--- config.mk ---
export PLATFORM = sky130hd
export DESIGN_NAME = dataram_arbiter
export DESIGN_NICKNAME = d
export VERILOG_FILES = /design/src/rtl/dataram_arbiter.sv
export SDC_FILE = /design/constraint.sdc
export NUM_CORES = 1
export LEC_CHECK = 0
export ABC_CLOCK_PERIOD_IN_PS = 4500
export CAP_MARGIN = 20
export CELL_PAD_IN_SITES_DETAIL_PLACEMENT = 0
export CELL_PAD_IN_SITES_GLOBAL_PLACEMENT = 1
export CORE_ASPECT_RATIO = 1.1
export CORE_MARGIN = 5
export CORE_UTILIZATION = 14
export DETAILED_ROUTE_END_ITERATION = 16
export PLACE_DENSITY_LB_ADDON = 0.12
export SKIP_LAST_GASP = 1
export SLEW_MARGIN = 40
export SYNTH_ARGS = -nofsm -noshare
export SYNTH_HDL_FRONTEND = slang
export SYNTH_SLANG_ARGS = --single-unit
--- constraint.sdc ---
create_clock -name clk -period 4.5 [get_ports clk]
set_clock_uncertainty 0.05 [all_clocks]
set_input_delay 0.9 -clock clk [delete_from_list [all_inputs] [get_ports clk]]
set_output_delay 0.9 -clock clk [all_outputs]
set_load 0.02 [all_outputs]
--- src/rtl/dataram_arbiter.sv ---
// Two-requester arbiter in front of a single-port data RAM (CPU port m0, DMA/debug port m1).
// Grants are combinational; read data returns one cycle later, steered by a registered owner tag.
module dataram_arbiter #(
    parameter int FAIR      = 1,
    parameter int BURST_MAX = 4
) (
    input  logic        clk,
    input  logic        resetn,

    input  logic        m0_req,
    input  logic [13:0] m0_addr,
    input  logic [3:0]  m0_wmask,
    input  logic [31:0] m0_wdata,
    output logic        m0_gnt,
    output logic        m0_rvalid,
    output logic [31:0] m0_rdata,

    input  logic        m1_req,
    input  logic [13:0] m1_addr,
    input  logic [3:0]  m1_wmask,
    input  logic [31:0] m1_wdata,
    input  logic        m1_lock,
    output logic        m1_gnt,
    output logic        m1_rvalid,
    output logic [31:0] m1_rdata,

    output logic        ram_en,
    output logic [13:0] ram_addr,
    output logic [3:0]  ram_wmask,
    output logic [31:0] ram_wdata,
    input  logic [31:0] ram_rdata
);

    localparam int               CNT_W   = (BURST_MAX > 0) ? $clog2(BURST_MAX + 1) : 1;
    localparam logic [CNT_W-1:0] CNT_MAX = CNT_W'(BURST_MAX);
    localparam logic [CNT_W-1:0] CNT_ONE = CNT_W'(1);

    logic             r_last_m1;
    logic             r_lock_act;
    logic [CNT_W-1:0] r_lock_cnt;
    logic             r_rvalid_m0;
    logic             r_rvalid_m1;

    logic             w_m0_gnt;
    logic             w_m1_gnt;
    logic             w_lock_win;
    logic             w_cnt_full;
    logic             w_contend;

    assign w_contend  = m0_req && m1_req;
    assign w_lock_win = r_lock_act && (r_lock_cnt < CNT_MAX);
    assign w_cnt_full = (r_lock_cnt == CNT_MAX);

    // Grant selection: lock first, then the starvation guard, then fairness or fixed priority.
    always_comb begin
        w_m0_gnt = 1'b0;
        w_m1_gnt = 1'b0;
        if (!resetn) begin
            w_m0_gnt = 1'b0;
            w_m1_gnt = 1'b0;
        end else if (w_contend) begin
            if (w_lock_win) begin
                w_m1_gnt = 1'b1;
            end else if (w_cnt_full) begin
                w_m0_gnt = 1'b1;
            end else if (FAIR != 0) begin
                if (r_last_m1) begin
                    w_m0_gnt = 1'b1;
                end else begin
                    w_m1_gnt = 1'b1;
                end
            end else begin
                w_m0_gnt = 1'b1;
            end
        end else begin
            w_m0_gnt = m0_req;
            w_m1_gnt = m1_req;
        end
    end

    // RAM port mux; the byte mask is forced to zero when nobody holds the port.
    always_comb begin
        if (w_m1_gnt) begin
            ram_addr  = m1_addr;
            ram_wmask = m1_wmask;
            ram_wdata = m1_wdata;
        end else if (w_m0_gnt) begin
            ram_addr  = m0_addr;
            ram_wmask = m0_wmask;
            ram_wdata = m0_wdata;
        end else begin
            ram_addr  = m0_addr;
            ram_wmask = 4'b0000;
            ram_wdata = m0_wdata;
        end
    end

    // Arbitration history, lock burst counter and read-owner pipeline.
    always_ff @(posedge clk) begin
        if (!resetn) begin
            r_last_m1   <= 1'b1;
            r_lock_act  <= 1'b0;
            r_lock_cnt  <= {CNT_W{1'b0}};
            r_rvalid_m0 <= 1'b0;
            r_rvalid_m1 <= 1'b0;
        end else begin
            if (w_m0_gnt || w_m1_gnt) begin
                r_last_m1 <= w_m1_gnt;
            end
            r_lock_act <= w_m1_gnt && m1_lock;
            // Only a locked m1 grant that overrode a waiting m0 consumes burst budget.
            if (w_m0_gnt || (w_m1_gnt && !m1_lock)) begin
                r_lock_cnt <= {CNT_W{1'b0}};
            end else if (w_m1_gnt && m0_req && r_lock_act && !w_cnt_full) begin
                r_lock_cnt <= r_lock_cnt + CNT_ONE;
            end
            r_rvalid_m0 <= w_m0_gnt && (m0_wmask == 4'b0000);
            r_rvalid_m1 <= w_m1_gnt && (m1_wmask == 4'b0000);
        end
    end

    assign m0_gnt    = w_m0_gnt;
    assign m1_gnt    = w_m1_gnt;
    assign ram_en    = w_m0_gnt || w_m1_gnt;
    // Gating with resetn drops a response whose reset arrives in the return cycle.
    assign m0_rvalid = r_rvalid_m0 && resetn;
    assign m1_rvalid = r_rvalid_m1 && resetn;
    assign m0_rdata  = ram_rdata;
    assign m1_rdata  = ram_rdata;

endmodule

Word-level counts from Yosys, hierarchy flattened. Cells that the tools add are included.

Logic and storage cells: 41. Flip-flop bits (word level): 7. Bits of input ports: 137. Output and inout port bits: 119.

Add/subtract/negate cells: 1. Reduce and logical (&&, ||, !) cells: 18. Equal/unequal tests: 1. Bitwise operators: 1. Order comparisons: 1. Muxes and demuxes: 14.

Operators by type and width (number): 2-to-1 mux 32 bit (1); 2-to-1 mux 14 bit (1); logical AND 1 bit (11); 2-to-1 mux 1 bit (10); zero test 4 bit (2); 2-to-1 mux 4 bit (2); adder 3 x 1 -> 3 bit (second input constant) (1); == test 3 bit (second input constant) (1); less-than comparator 3 bit (second input constant) (1); zero test 1 bit (2); logical OR 1 bit (2); OR reduction 2 bit (1); NOT 1 bit (1).

Depth between registers and ports, before layout. Gate-level depths: netlist of the first run.

Word-level depth: 8. Gate-level depth with buffers: 7. Mapped depth without buffers: 5.

Least setup slack after synthesis of the first run. Ideal clock, no wire load.

Path type: input to output. Start: in resetn. End: out ram_addr[0]. Stages: 5. Data required time: 3.550 ns. Arrival: 1.802 ns. Slack: 1.748 ns. Buffers on the path: 3. Path through: buf_2 nand4_2 buf_6 buf_6 mux2_4.

Cells in the longest elaborated chain, start to end: 2.

Ends and longest elaborated chain: start: declaration (line 8) `input logic resetn,`; 2-to-1 mux 1 bit (line 58) `if (!resetn) begin`; 2-to-1 mux 14 bit (line 83) `if (w_m1_gnt) begin`; end: declaration (line 28) `output logic [13:0] ram_addr,`.

Every way passes these cells.

Final worst setup path of the first run.
Start: in m0_req. End: out ram_wdata[7].

Cells in the longest elaborated chain, start to end: 4.

Ends and longest elaborated chain: start: declaration (line 10) `input logic m0_req,`; logical AND 1 bit (line 50) `assign w_contend = m0_req && m1_req;`; 2-to-1 mux 1 bit (line 61) `end else if (w_contend) begin`; 2-to-1 mux 1 bit (line 58); 2-to-1 mux 32 bit (line 83); end: declaration (line 30) `output logic [31:0] ram_wdata,`.

Every way passes these cells.

==> results of run 1 <==
worst reg2reg max path, cell delays in order (launching register included):
cell	delay [ns]
dfxtp_1	0.36
inv_1	0.06
ha_1	0.25
o211ai_2	0.21
nand4_2	0.15
buf_12	0.22
nor2_1	0.13
per-stage QoR:
step | area, um2 | hold WS, ns | utilization (%) | setup WS [ns] | cells
3_3_place_gp | 2810 | 0.433 | 25.8 | 0.496 | 416
6_report | 2880 | 0.421 | 26.6 | 0.512 | 420
4_1_cts | 2880 | 0.424 | 26.6 | 0.505 | 420
3_5_place_dp | 2810 | 0.415 | 25.8 | 0.516 | 416
5_1_grt | 2880 | 0.465 | 26.6 | 0.383 | 420
2_1_floorplan | 1540 | 0.387 | - | 1.75 | 179
layout make-up:
cell class | count | area, um2 | area share (%)
tap | 147 | 184 | 6.38
multi-input combinational | 94 | 848 | 29.4
inverter | 7 | 26.3 | 0.911
clock buffer | 4 | 78.8 | 2.73
sequential | 7 | 140 | 4.86
timing repair buffer | 161 | 1610 | 55.7
worst min path at each step:
stage	startpoint	end	slack (ns)	depth (start not counted)
finish	r_lock_cnt[0]	r_lock_cnt[0]	0.42	1
global route	r_lock_cnt[0]	r_lock_cnt[0]	0.46	1
CTS	r_lock_cnt[0]	r_lock_cnt[0]	0.42	1
detailed placement	r_lock_cnt[0]	r_lock_cnt[0]	0.42	1
global placement	r_lock_cnt[0]	r_lock_cnt[0]	0.43	1
floorplan	r_lock_cnt[0]	r_lock_cnt[0]	0.39	1
cell families after synthesis:
kind of cell | synth area share [%]
buffers and inverters | 35.9
muxes | 35.3
and+or+nand+nor | 10.4
AOI/OAI and AO/OA | 7.71
DFF | 9.09
adders and majority gates | 1.62
where the power goes:
part           leakage [nW]  internal (mW)  total [mW]  switching (mW)
clock                0.0382          0.118       0.153          0.0347
sequential           0.0568         0.0635      0.0653         0.00177
combinational         0.996          0.176       0.283           0.107
sequential cells by signal, indices dropped and copies added, names as in the netlist:
signal / count
r_lock_act: 1
r_lock_cnt: 3
r_rvalid_m1: 1
r_rvalid_m0: 1
r_last_m1: 1
per-layer routing:
layer / routed length (um) / vias to the layer above / track usage [%]
li1: - / 746 / -
met5: 0 / - / 0
met3: 700 / 17 / 3.39
met2: 3590 / 79 / 17.7
met4: 150 / 0 / 2.81
met1: 2080 / 689 / 8.78
cell usage in the layout, fill, tap and decap left out, types with 3 or more instances in the layout:
cell	synthesis	layout
mux2_4	7	7
and2_1	3	3
inv_1	7	7
nand2_1	9	9
dfxtp_1	7	7
buf_4	64	6
mux2_2	39	39
clkbuf_16	0	3
o21ai_0	5	5
clkdlybuf4s50_1	0	154
nor2_1	5	5
o22ai_1	4	4
==> Implementation_results.wiki, run 1 <==
{| class="wikitable"
! Metric !! Value
|-
| Critical path arrival || 3.04 ns
|-
| PnR Total Power || 502 uW
|-
| Top-Level Pins || 256
|-
| Port buffer count || 159
|-
| Slew at the pin closest to its max-slew limit || 0.428 ns
|-
| Post-synth net total || 318
|-
| Die height || 120 um
|-
| Global Route Usage Sum || 9.20%
|-
| Max-cap violation count || 0
|-
| Antenna-violating nets left || 0
|-
| Average cell area after synthesis || 8.61 um2
|-
| Highest cell delay on the worst timing path || 0.58 ns
|-
| Clock sink count || 7
|-
| CP Buf/Inv Count || 3
|-
| Initial antenna violation count || 0
|-
| Post-CTS clock slew at the launch and capture registers of the worst setup and hold paths || 0.04 ns
|-
| Number of synthesized register bits || 7
|-
| Netlist area before placement || 1540 um2
|-
| Total leakage power || 1.09 nW
|-
| Number of core rows || 40
|-
| Most used standard cells in the synthesized netlist || 64 x buf_4, 39 x mux2_2, 9 x nand2_1
|-
| Remaining global-route overflow || 0
|-
| Fraction of layout cells with a size suffix above 1 || 21.6%
|-
| Setup bufs post-CTS || 0
|-
| Unrepaired setup endpoints after global routing || no
|-
| Final Hold Violating Endpoints || 0
|-
| Period utilisation layout || 88.6%
|-
| Headroom to the max-slew limit || 71.2%
|-
| CTS root buf || clkbuf_16
|-
| Count of vias placed by the detailed router || 1531
|-
| Number of synthesized flops with an enable pin || 0
|-
| Synth-to-Final Area Change || 87.1%
|-
| Worst-Skew Late Latency || 0.23 ns
|-
| DP Wirelength || 5.79 mm
|-
| Fraction of the yosys area taken by sequential cells || 9.09%
|-
| Setup crit end || ram_wdata[7]
|-
| First-pass GRT wire length || 9.29 mm
|-
| Run status || finished, final reports clean
|-
| Number of cells produced by synthesis || 179
|-
| Ranking of synthesized cells by area || buf_4 31%, mux2_2 28%, dfxtp_1 9.1%
|-
| Per-cell routed wire length || 15.5 um
|-
| Endpoint of the lowest-slack register-to-register path || r_rvalid_m1
|-
| Top cell type's share of synthesized area || 31.2%
|-
| Number of cells traversed by the worst register-to-register path || 6
|-
| Max Slew Vio Count || 0
|-
| WP depth || 6
|-
| Worst setup path startpoint || m0_req
|-
| Total routed wirelength || 6.53 mm
|-
| Kind of cell with the highest combined delay on the critical path || buffers and inverters
|-
| Maximum resistive drop on vdd || 0.000114 V
|-
| Core outline area || 10900 um2
|-
| ANT cells || 0
|-
| Accumulated negative setup slack || 0 ns
|-
| Worst Hold Class || flop to flop
|-
| Top cell type by total area after synthesis || buf_4
|-
| Clock tree from TritonCTS || yes
|-
| Setup crit end kind || primary output
|-
| Register-to-register path setup slack || 3.01 ns
|-
| CP Cell Sequence || clkdlybuf4s50_1 -> nand3b_1 -> nand4_2 -> buf_12 -> mux2_2 -> clkdlybuf4s50_1
|-
| Clock tree buffer depth || 2
|-
| Number of vias per cell || 3.65
|-
| H-tree lvl count || 1
|-
| Most numerous cell in the Yosys netlist || buf_4
|-
| Achievable Freq || 0.251 GHz
|-
| Maximum fanout count along the critical path || 49
|-
| DRC violation count after routing || 0
|-
| Worst setup path category || primary input to primary output
|-
| Vias in the first global route || 1680
|-
| Yosys cell types || 31
|-
| Number of iterations in the first detailed-routing pass || 4
|-
| Post-layout net count || 413
|-
| Post-cts resize count || 0
|-
| Die width || 110 um
|-
| Filler cell count || 1164
|-
| Initial core utilization || 14.2%
|-
| CP max stage cell || clkdlybuf4s50_1
|-
| Async set-reset flop share out of synthesis || 0%
|-
| CP most frequent cell || clkdlybuf4s50_1
|-
| Startpoint type of the worst setup path || primary input
|-
| Required arrival time at the worst endpoint || 3.55 ns
|-
| Largest net degree at the start of global routing || 50
|-
| Area of the die || 13200 um2
|-
| Predominant post-synthesis flop cell || dfxtp_1
|-
| Final weighted congestion in routability-driven placement || 0.725
|-
| Pwr/cell area || 174 nW/um2
|-
| Number of buffers created by CTS || 3
|-
| Cts hold-fix bufs || 0
|-
| Iter 0 DRT Violations || 36
|-
| Warnings, synthesis || 0
|-
| Count of final setup violators || 0
|-
| RR Startpoint || r_lock_cnt[0]
|-
| Crit path time final || 3.99 ns
|}
(Power assumes the default switching activity.)
==> run 2, diff against run 1 <==
- PLACE_DENSITY: default -> 0.95
- PLACE_DENSITY_LB_ADDON: 0.12 -> default
==> run 2 against run 1 <==
Flip-flop and latch count unchanged. Maximum frequency is 1.1% lower. Final cell count unchanged. Design area up 0.74%. Critical path type unchanged. Count of clock-buffer cells in the layout unchanged. Critical path depth did not move. Largest cell class unchanged. Register-to-register slack hardly changed. Die area stayed put. Largest power group unchanged. Wire length is 6.3% higher.
==> Implementation_results.wiki, run 2 (synthesis results as in run 1) <==
{| class="wikitable"
! Metric !! Value
|-
| DP Wirelength || 6.22 mm (was 5.79 mm)
|-
| Hold path start || r_lock_cnt[0] (unchanged)
|-
| H-tree lvl count || 1 (unchanged)
|-
| Net Sw Frac || 29.0% (was 28.7%)
|-
| RR Startpoint || r_lock_cnt[0] (unchanged)
|-
| Period utilisation layout || 89.6% (was 88.6%)
|-
| Global Route Usage Sum || 9.97% (was 9.20%)
|-
| Worst-Skew Late Latency || 0.23 ns (about the same)
|-
| CTS root buf || clkbuf_16 (unchanged)
|-
| Clock tree buffer depth || 2 (unchanged)
|-
| Worst Hold Class || flop to flop (unchanged)
|-
| Vias in the first global route || 1845 (was 1680)
|-
| Post-layout net count || 413 (unchanged)
|-
| Number of iterations in the first detailed-routing pass || 3 (was 4)
|-
| Number of cells traversed by the worst register-to-register path || 6 (unchanged)
|-
| Switching power of the nets || 147 uW (was 144 uW)
|-
| Clk network pwr share || 30.0% (was 30.5%)
|-
| Slew at the pin closest to its max-slew limit || 0.358 ns (was 0.428 ns)
|-
| CP most frequent cell || clkdlybuf4s50_1 (unchanged)
|-
| Register-to-register path setup slack || 3.00 ns (was 3.01 ns)
|-
| Most frequent cells in the layout || 159 x clkdlybuf4s50_1, 39 x mux2_2, 9 x nand2_1 (was 154 x clkdlybuf4s50_1, 39 x mux2_2, 9 x nand2_1)
|-
| Core outline area || 10900 um2 (unchanged)
|-
| Required arrival time at the worst endpoint || 3.55 ns (about the same)
|-
| Top-Level Pins || 256 (unchanged)
|-
| Number of vias per cell || 3.71 (was 3.65)
|-
| Int Pwr || 360 uW (was 358 uW)
|-
| Final weighted congestion in routability-driven placement || 0.859 (was 0.725)
|-
| Kind of cell with the highest combined delay on the critical path || buffers and inverters (unchanged)
|-
| ANT cells || 0 (unchanged)
|-
| Worst hold stages || 1 (unchanged)
|-
| Clock sink count || 7 (unchanged)
|-
| Setup crit end kind || primary output (unchanged)
|-
| CP max stage cell || clkdlybuf4s50_1 (unchanged)
|-
| Largest net degree at the start of global routing || 50 (unchanged)
|-
| Area post-placement || 2830 um2 (was 2810 um2)
|-
| Post-layout instance area || 2910 um2 (was 2880 um2)
|-
| Achievable Freq || 0.248 GHz (was 0.251 GHz)
|-
| First-pass GRT wire length || 10.2 mm (was 9.29 mm)
|-
| Clock tree from TritonCTS || yes (unchanged)
|-
| Number of buffers created by CTS || 3 (unchanged)
|-
| Port buffer count || 159 (unchanged)
|-
| Flip-flop count of the largest register after layout || 3 (unchanged)
|-
| Startpoint type of the worst setup path || primary input (unchanged)
|-
| DRC violation count after routing || 0 (unchanged)
|-
| Number of core rows || 40 (unchanged)
|-
| Leading cell type in the layout, fill and taps excluded || clkdlybuf4s50_1 (unchanged)
|-
| Count of final setup violators || 0 (unchanged)
|-
| Share of total power in sequential cells || 12.9% (was 13.0%)
|-
| Headroom to the max-slew limit || 75.9% (was 71.2%)
|-
| Initial core utilization || 14.2% (unchanged)
|-
| Comb pwr share || 57.2% (was 56.5%)
|-
| Fraction of layout cells with a size suffix above 1 || 19.8% (was 21.6%)
|-
| Unrepaired setup endpoints after global routing || no (unchanged)
|-
| CP Buf/Inv Count || 3 (unchanged)
|-
| Worst setup path category || primary input to primary output (unchanged)
|-
| Hold Path End || r_lock_cnt[0] (unchanged)
|-
| Iter 0 DRT Violations || 35 (was 36)
|-
| Pwr/cell area || 174 nW/um2 (about the same)
|-
| Count of vias placed by the detailed router || 1559 (was 1531)
|-
| Maximum resistive drop on vdd || 0.000118 V (was 0.000114 V)
|-
| Post-CTS clock slew at the launch and capture registers of the worst setup and hold paths || 0.04 ns (about the same)
|-
| Initial antenna violation count || 0 (unchanged)
|-
| Die width || 110 um (unchanged)
|-
| Crit path time final || 4.03 ns (was 3.99 ns)
|-
| Total routed wirelength || 6.94 mm (was 6.53 mm)
|-
| Max-cap violation count || 0 (unchanged)
|-
| Maximum fanout count along the critical path || 49 (unchanged)
|-
| Highest cell delay on the worst timing path || 0.58 ns (about the same)
|-
| Max Slew Vio Count || 0 (unchanged)
|-
| Critical path arrival || 3.08 ns (was 3.04 ns)
|-
| CP Cell Sequence || clkdlybuf4s50_1 -> nand3b_1 -> nand4_4 -> buf_12 -> mux2_2 -> clkdlybuf4s50_1 (was clkdlybuf4s50_1 -> nand3b_1 -> nand4_2 -> buf_12 -> mux2_2 -> clkdlybuf4s50_1)
|-
| Area of the die || 13200 um2 (unchanged)
|-
| Cts hold-fix bufs || 0 (unchanged)
|-
| Run status || finished, final reports clean (unchanged)
|-
| Per-cell routed wire length || 16.5 um (was 15.5 um)
|-
| Endpoint of the lowest-slack register-to-register path || r_rvalid_m1 (unchanged)
|-
| Setup bufs post-CTS || 0 (unchanged)
|-
| Remaining global-route overflow || 0 (unchanged)
|-
| Accumulated negative setup slack || 0 ns (unchanged)
|-
| Antenna-violating nets left || 0 (unchanged)
|-
| Final Hold Violating Endpoints || 0 (unchanged)
|-
| Largest register by flop count || r_lock_cnt (unchanged)
|-
| Synth-to-Final Area Change || 88.5% (was 87.1%)
|-
| Post-cts resize count || 0 (unchanged)
|-
| Total leakage power || 1.09 nW (about the same)
|-
| Die height || 120 um (unchanged)
|}
## run 2: per-stage QoR
step / utilization (%) / hold WS, ns / total power [mW] / cells / setup slack [ns]
global route: 26.8 / 0.463 / 0.532 / 420 / 0.343
detailed placement: 26.0 / 0.420 / 0.357 / 416 / 0.468
global placement: 26.0 / 0.401 / 0.356 / 416 / 0.507
finish: 26.8 / 0.428 / 0.507 / 420 / 0.468
CTS: 26.8 / 0.428 / 0.514 / 420 / 0.459
floorplan: - / 0.387 / 0.263 / 179 / 1.75
## run 2: how the worst max path moves through the flow
stage / from / endpoint / depth (start not counted)
after detailed placement: m0_req / ram_wdata[7] / 6
after global placement: m0_req / ram_wdata[7] / 6
after floorplan: resetn / ram_addr[0] / 5
after CTS: m0_req / ram_wdata[7] / 6
after global routing: m0_req / ram_wdata[7] / 6
final: m0_req / ram_wdata[7] / 6
## run 2: cell type report
cell class / count / area (um2)
clock buffer: 4 / 78.8
fill: 1176 / 7960
sequential: 7 / 140
timing repair buffer: 161 / 1620
inverter: 7 / 26.3
multi-input combinational: 94 / 857
tap: 147 / 184
## run 2: power groups by stage
stage	combinational (mW)	sequential, mW	clock, mW
2_1_floorplan	0.197	0.0657	0
5_1_grt	0.306	0.0652	0.161
6_report	0.290	0.0651	0.152
3_5_place_dp	0.291	0.0660	0
4_1_cts	0.294	0.0650	0.156
3_3_place_gp	0.290	0.0659	0
## run 2: layer usage
metal / track usage [%] / wire length, um / vias up
li1: - / - / 744
met1: 9.86 / 2290 / 667
met2: 18.5 / 3720 / 133
met3: 4.68 / 842 / 15
met4: 2.18 / 95 / 0
met5: 0 / 0 / -
## run 2: worst reg2reg max path, delay by kind of cell (launching register included)
kind / cells / cell delay [ns]
simple gates: 2 / 0.26
compound gates: 1 / 0.25
buf+inv: 2 / 0.29
fa+ha+maj: 1 / 0.24
flops: 1 / 0.36
==> run 3, diff against run 2 <==
- HOLD_SLACK_MARGIN: default -> 0.15
- PLACE_DENSITY: 0.95 -> 0.84
- SKIP_CTS_REPAIR_TIMING: default -> 1
==> run 3 against run 2 <==
Critical path depth stayed put. Die area stayed put. Power is 0.16% higher. Count of clock-buffer cells in the layout stayed put. Flip-flop and latch count stayed put. Final cell count stayed put. Largest cell class unchanged. Highest routed layer unchanged.
==> Implementation_results.wiki, run 3 (synthesis results as in run 1) <==
{| class="wikitable"
! Metric !! Value
|-
| Run status || finished, final reports clean (unchanged)
|-
| Area post-placement || 2830 um2 (unchanged)
|-
| RR Startpoint || r_lock_cnt[0] (unchanged)
|-
| Largest register by flop count || r_lock_cnt (unchanged)
|-
| Core outline area || 10900 um2 (unchanged)
|-
| Number of vias per cell || 3.76 (was 3.71)
|-
| Max-cap violation count || 0 (unchanged)
|-
| Unrepaired setup endpoints after global routing || no (unchanged)
|-
| Pwr/cell area || 175 nW/um2 (was 174 nW/um2)
|-
| Area of the die || 13200 um2 (unchanged)
|-
| Top-Level Pins || 256 (unchanged)
|-
| Crit path time final || 4.06 ns (was 4.03 ns)
|-
| H-tree lvl count || 1 (unchanged)
|-
| DP Wirelength || 6.28 mm (was 6.22 mm)
|-
| Headroom to the max-slew limit || 74.2% (was 75.9%)
|-
| Max Slew Vio Count || 0 (unchanged)
|-
| ANT cells || 0 (unchanged)
|-
| Post-layout instance area || 2910 um2 (unchanged)
|-
| Clock sink count || 7 (unchanged)
|-
| Per-cell routed wire length || 16.9 um (was 16.5 um)
|-
| CTS root buf || clkbuf_16 (unchanged)
|-
| Kind of cell with the highest combined delay on the critical path || buffers and inverters (unchanged)
|-
| Initial core utilization || 14.2% (unchanged)
|-
| CP max stage cell || clkdlybuf4s50_1 (unchanged)
|-
| Post-CTS clock slew at the launch and capture registers of the worst setup and hold paths || 0.03 ns (was 0.04 ns)
|-
| Count of vias placed by the detailed router || 1578 (was 1559)
|-
| Final weighted congestion in routability-driven placement || 0.778 (was 0.859)
|-
| Worst setup path category || primary input to primary output (unchanged)
|-
| CP Cell Sequence || clkdlybuf4s50_1 -> nand3b_1 -> nand4_4 -> buf_12 -> mux2_2 -> clkdlybuf4s50_1 (unchanged)
|-
| Count of final setup violators || 0 (unchanged)
|-
| Highest cell delay on the worst timing path || 0.58 ns (about the same)
|-
| Die height || 120 um (unchanged)
|-
| CP Buf/Inv Count || 3 (unchanged)
|-
| Die width || 110 um (unchanged)
|-
| Fraction of layout cells with a size suffix above 1 || 19.8% (unchanged)
|-
| First-pass GRT wire length || 10.1 mm (was 10.2 mm)
|-
| DRC violation count after routing || 0 (unchanged)
|-
| Slew at the pin closest to its max-slew limit || 0.383 ns (was 0.358 ns)
|-
| Post-layout net count || 413 (unchanged)
|-
| Period utilisation layout || 90.3% (was 89.6%)
|-
| Largest net degree at the start of global routing || 50 (unchanged)
|-
| Number of iterations in the first detailed-routing pass || 4 (was 3)
|-
| Achievable Freq || 0.246 GHz (was 0.248 GHz)
|-
| Synth-to-Final Area Change || 88.5% (unchanged)
|-
| Remaining global-route overflow || 0 (unchanged)
|-
| Leading cell type in the layout, fill and taps excluded || clkdlybuf4s50_1 (unchanged)
|-
| Clock tree from TritonCTS || yes (unchanged)
|-
| Vias in the first global route || 1744 (was 1845)
|-
| Initial antenna violation count || 0 (unchanged)
|-
| Hold path start || r_lock_cnt[0] (unchanged)
|-
| Accumulated negative setup slack || 0 ns (unchanged)
|-
| Maximum fanout count along the critical path || 49 (unchanged)
|-
| Number of buffers created by CTS || 3 (unchanged)
|-
| CP most frequent cell || clkdlybuf4s50_1 (unchanged)
|-
| Maximum resistive drop on vdd || 0.000129 V (was 0.000118 V)
|-
| Worst-Skew Late Latency || 0.23 ns (about the same)
|-
| Antenna-violating nets left || 0 (unchanged)
|-
| Global Route Usage Sum || 9.95% (was 9.97%)
|-
| Most frequent cells in the layout || 159 x clkdlybuf4s50_1, 39 x mux2_2, 9 x nand2_1 (unchanged)
|-
| Clock tree buffer depth || 2 (unchanged)
|-
| Final Hold Violating Endpoints || 0 (unchanged)
|-
| Filler cell count || 1171 (was 1176)
|-
| Iter 0 DRT Violations || 68 (was 35)
|-
| Total leakage power || 1.09 nW (unchanged)
|-
| Required arrival time at the worst endpoint || 3.55 ns (about the same)
|-
| Startpoint type of the worst setup path || primary input (unchanged)
|-
| Flip-flop count of the largest register after layout || 3 (unchanged)
|-
| Setup crit end kind || primary output (unchanged)
|-
| Port buffer count || 159 (unchanged)
|-
| Worst Hold Class || flop to flop (unchanged)
|-
| Critical path arrival || 3.11 ns (was 3.08 ns)
|-
| Total routed wirelength || 7.09 mm (was 6.94 mm)
|-
| Worst setup path startpoint || m0_req (unchanged)
|-
| Number of core rows || 40 (unchanged)
|}
[run 3: cell counts in the layout (fill, tap and decap cells not counted)]
Identical to the previous run, type by type.
[run 3: where the power goes]
part	switching [mW]	internal, mW
sequential	0.00166	0.0636
combinational	0.112	0.178
clock	0.0337	0.118
[run 3: worst paths after layout]
path / to / slack (ns) / depth (start not counted)
min: r_lock_cnt[0] / 0.46 / 1
min reg2reg: r_lock_cnt[0] / 0.46 / 1
max: ram_wdata[4] / 0.44 / 6
max reg2reg: r_lock_cnt[2] / 2.95 / 5
[run 3: metrics by stage]
stage | utilization [%] | power, mW | setup WS, ns | instances | hold WS, ns
floorplan | - | 0.263 | 1.75 | 179 | 0.387
global placement | 26.0 | 0.359 | 0.485 | 416 | 0.404
detailed placement | 26.0 | 0.358 | 0.440 | 416 | 0.448
CTS | 26.8 | 0.514 | 0.427 | 420 | 0.456
global route | 26.8 | 0.530 | 0.323 | 420 | 0.486
finish | 26.8 | 0.508 | 0.437 | 420 | 0.459
[run 3: per-layer routing]
layer | vias to the layer above | share of wire [%] | wire length (um) | global-route usage [%]
met4 | 0 | 2.6 | 185 | 3.51
met3 | 19 | 11 | 771 | 4.14
met5 | - | 0 | 0 | 0
li1 | 747 | - | - | -
met2 | 128 | 53 | 3730 | 18.2
met1 | 684 | 34 | 2400 | 9.85
[run 3: area by class of cell]
| type | count | area, um2 | area share [%] |
|---|---|---|---|
| clock buffer | 4 | 78.8 | 2.71 |
| inverter | 7 | 26.3 | 0.904 |
| multi-input combinational | 94 | 857 | 29.5 |
| sequential | 7 | 140 | 4.82 |
| tap | 147 | 184 | 6.33 |
| timing repair buffer | 161 | 1620 | 55.7 |
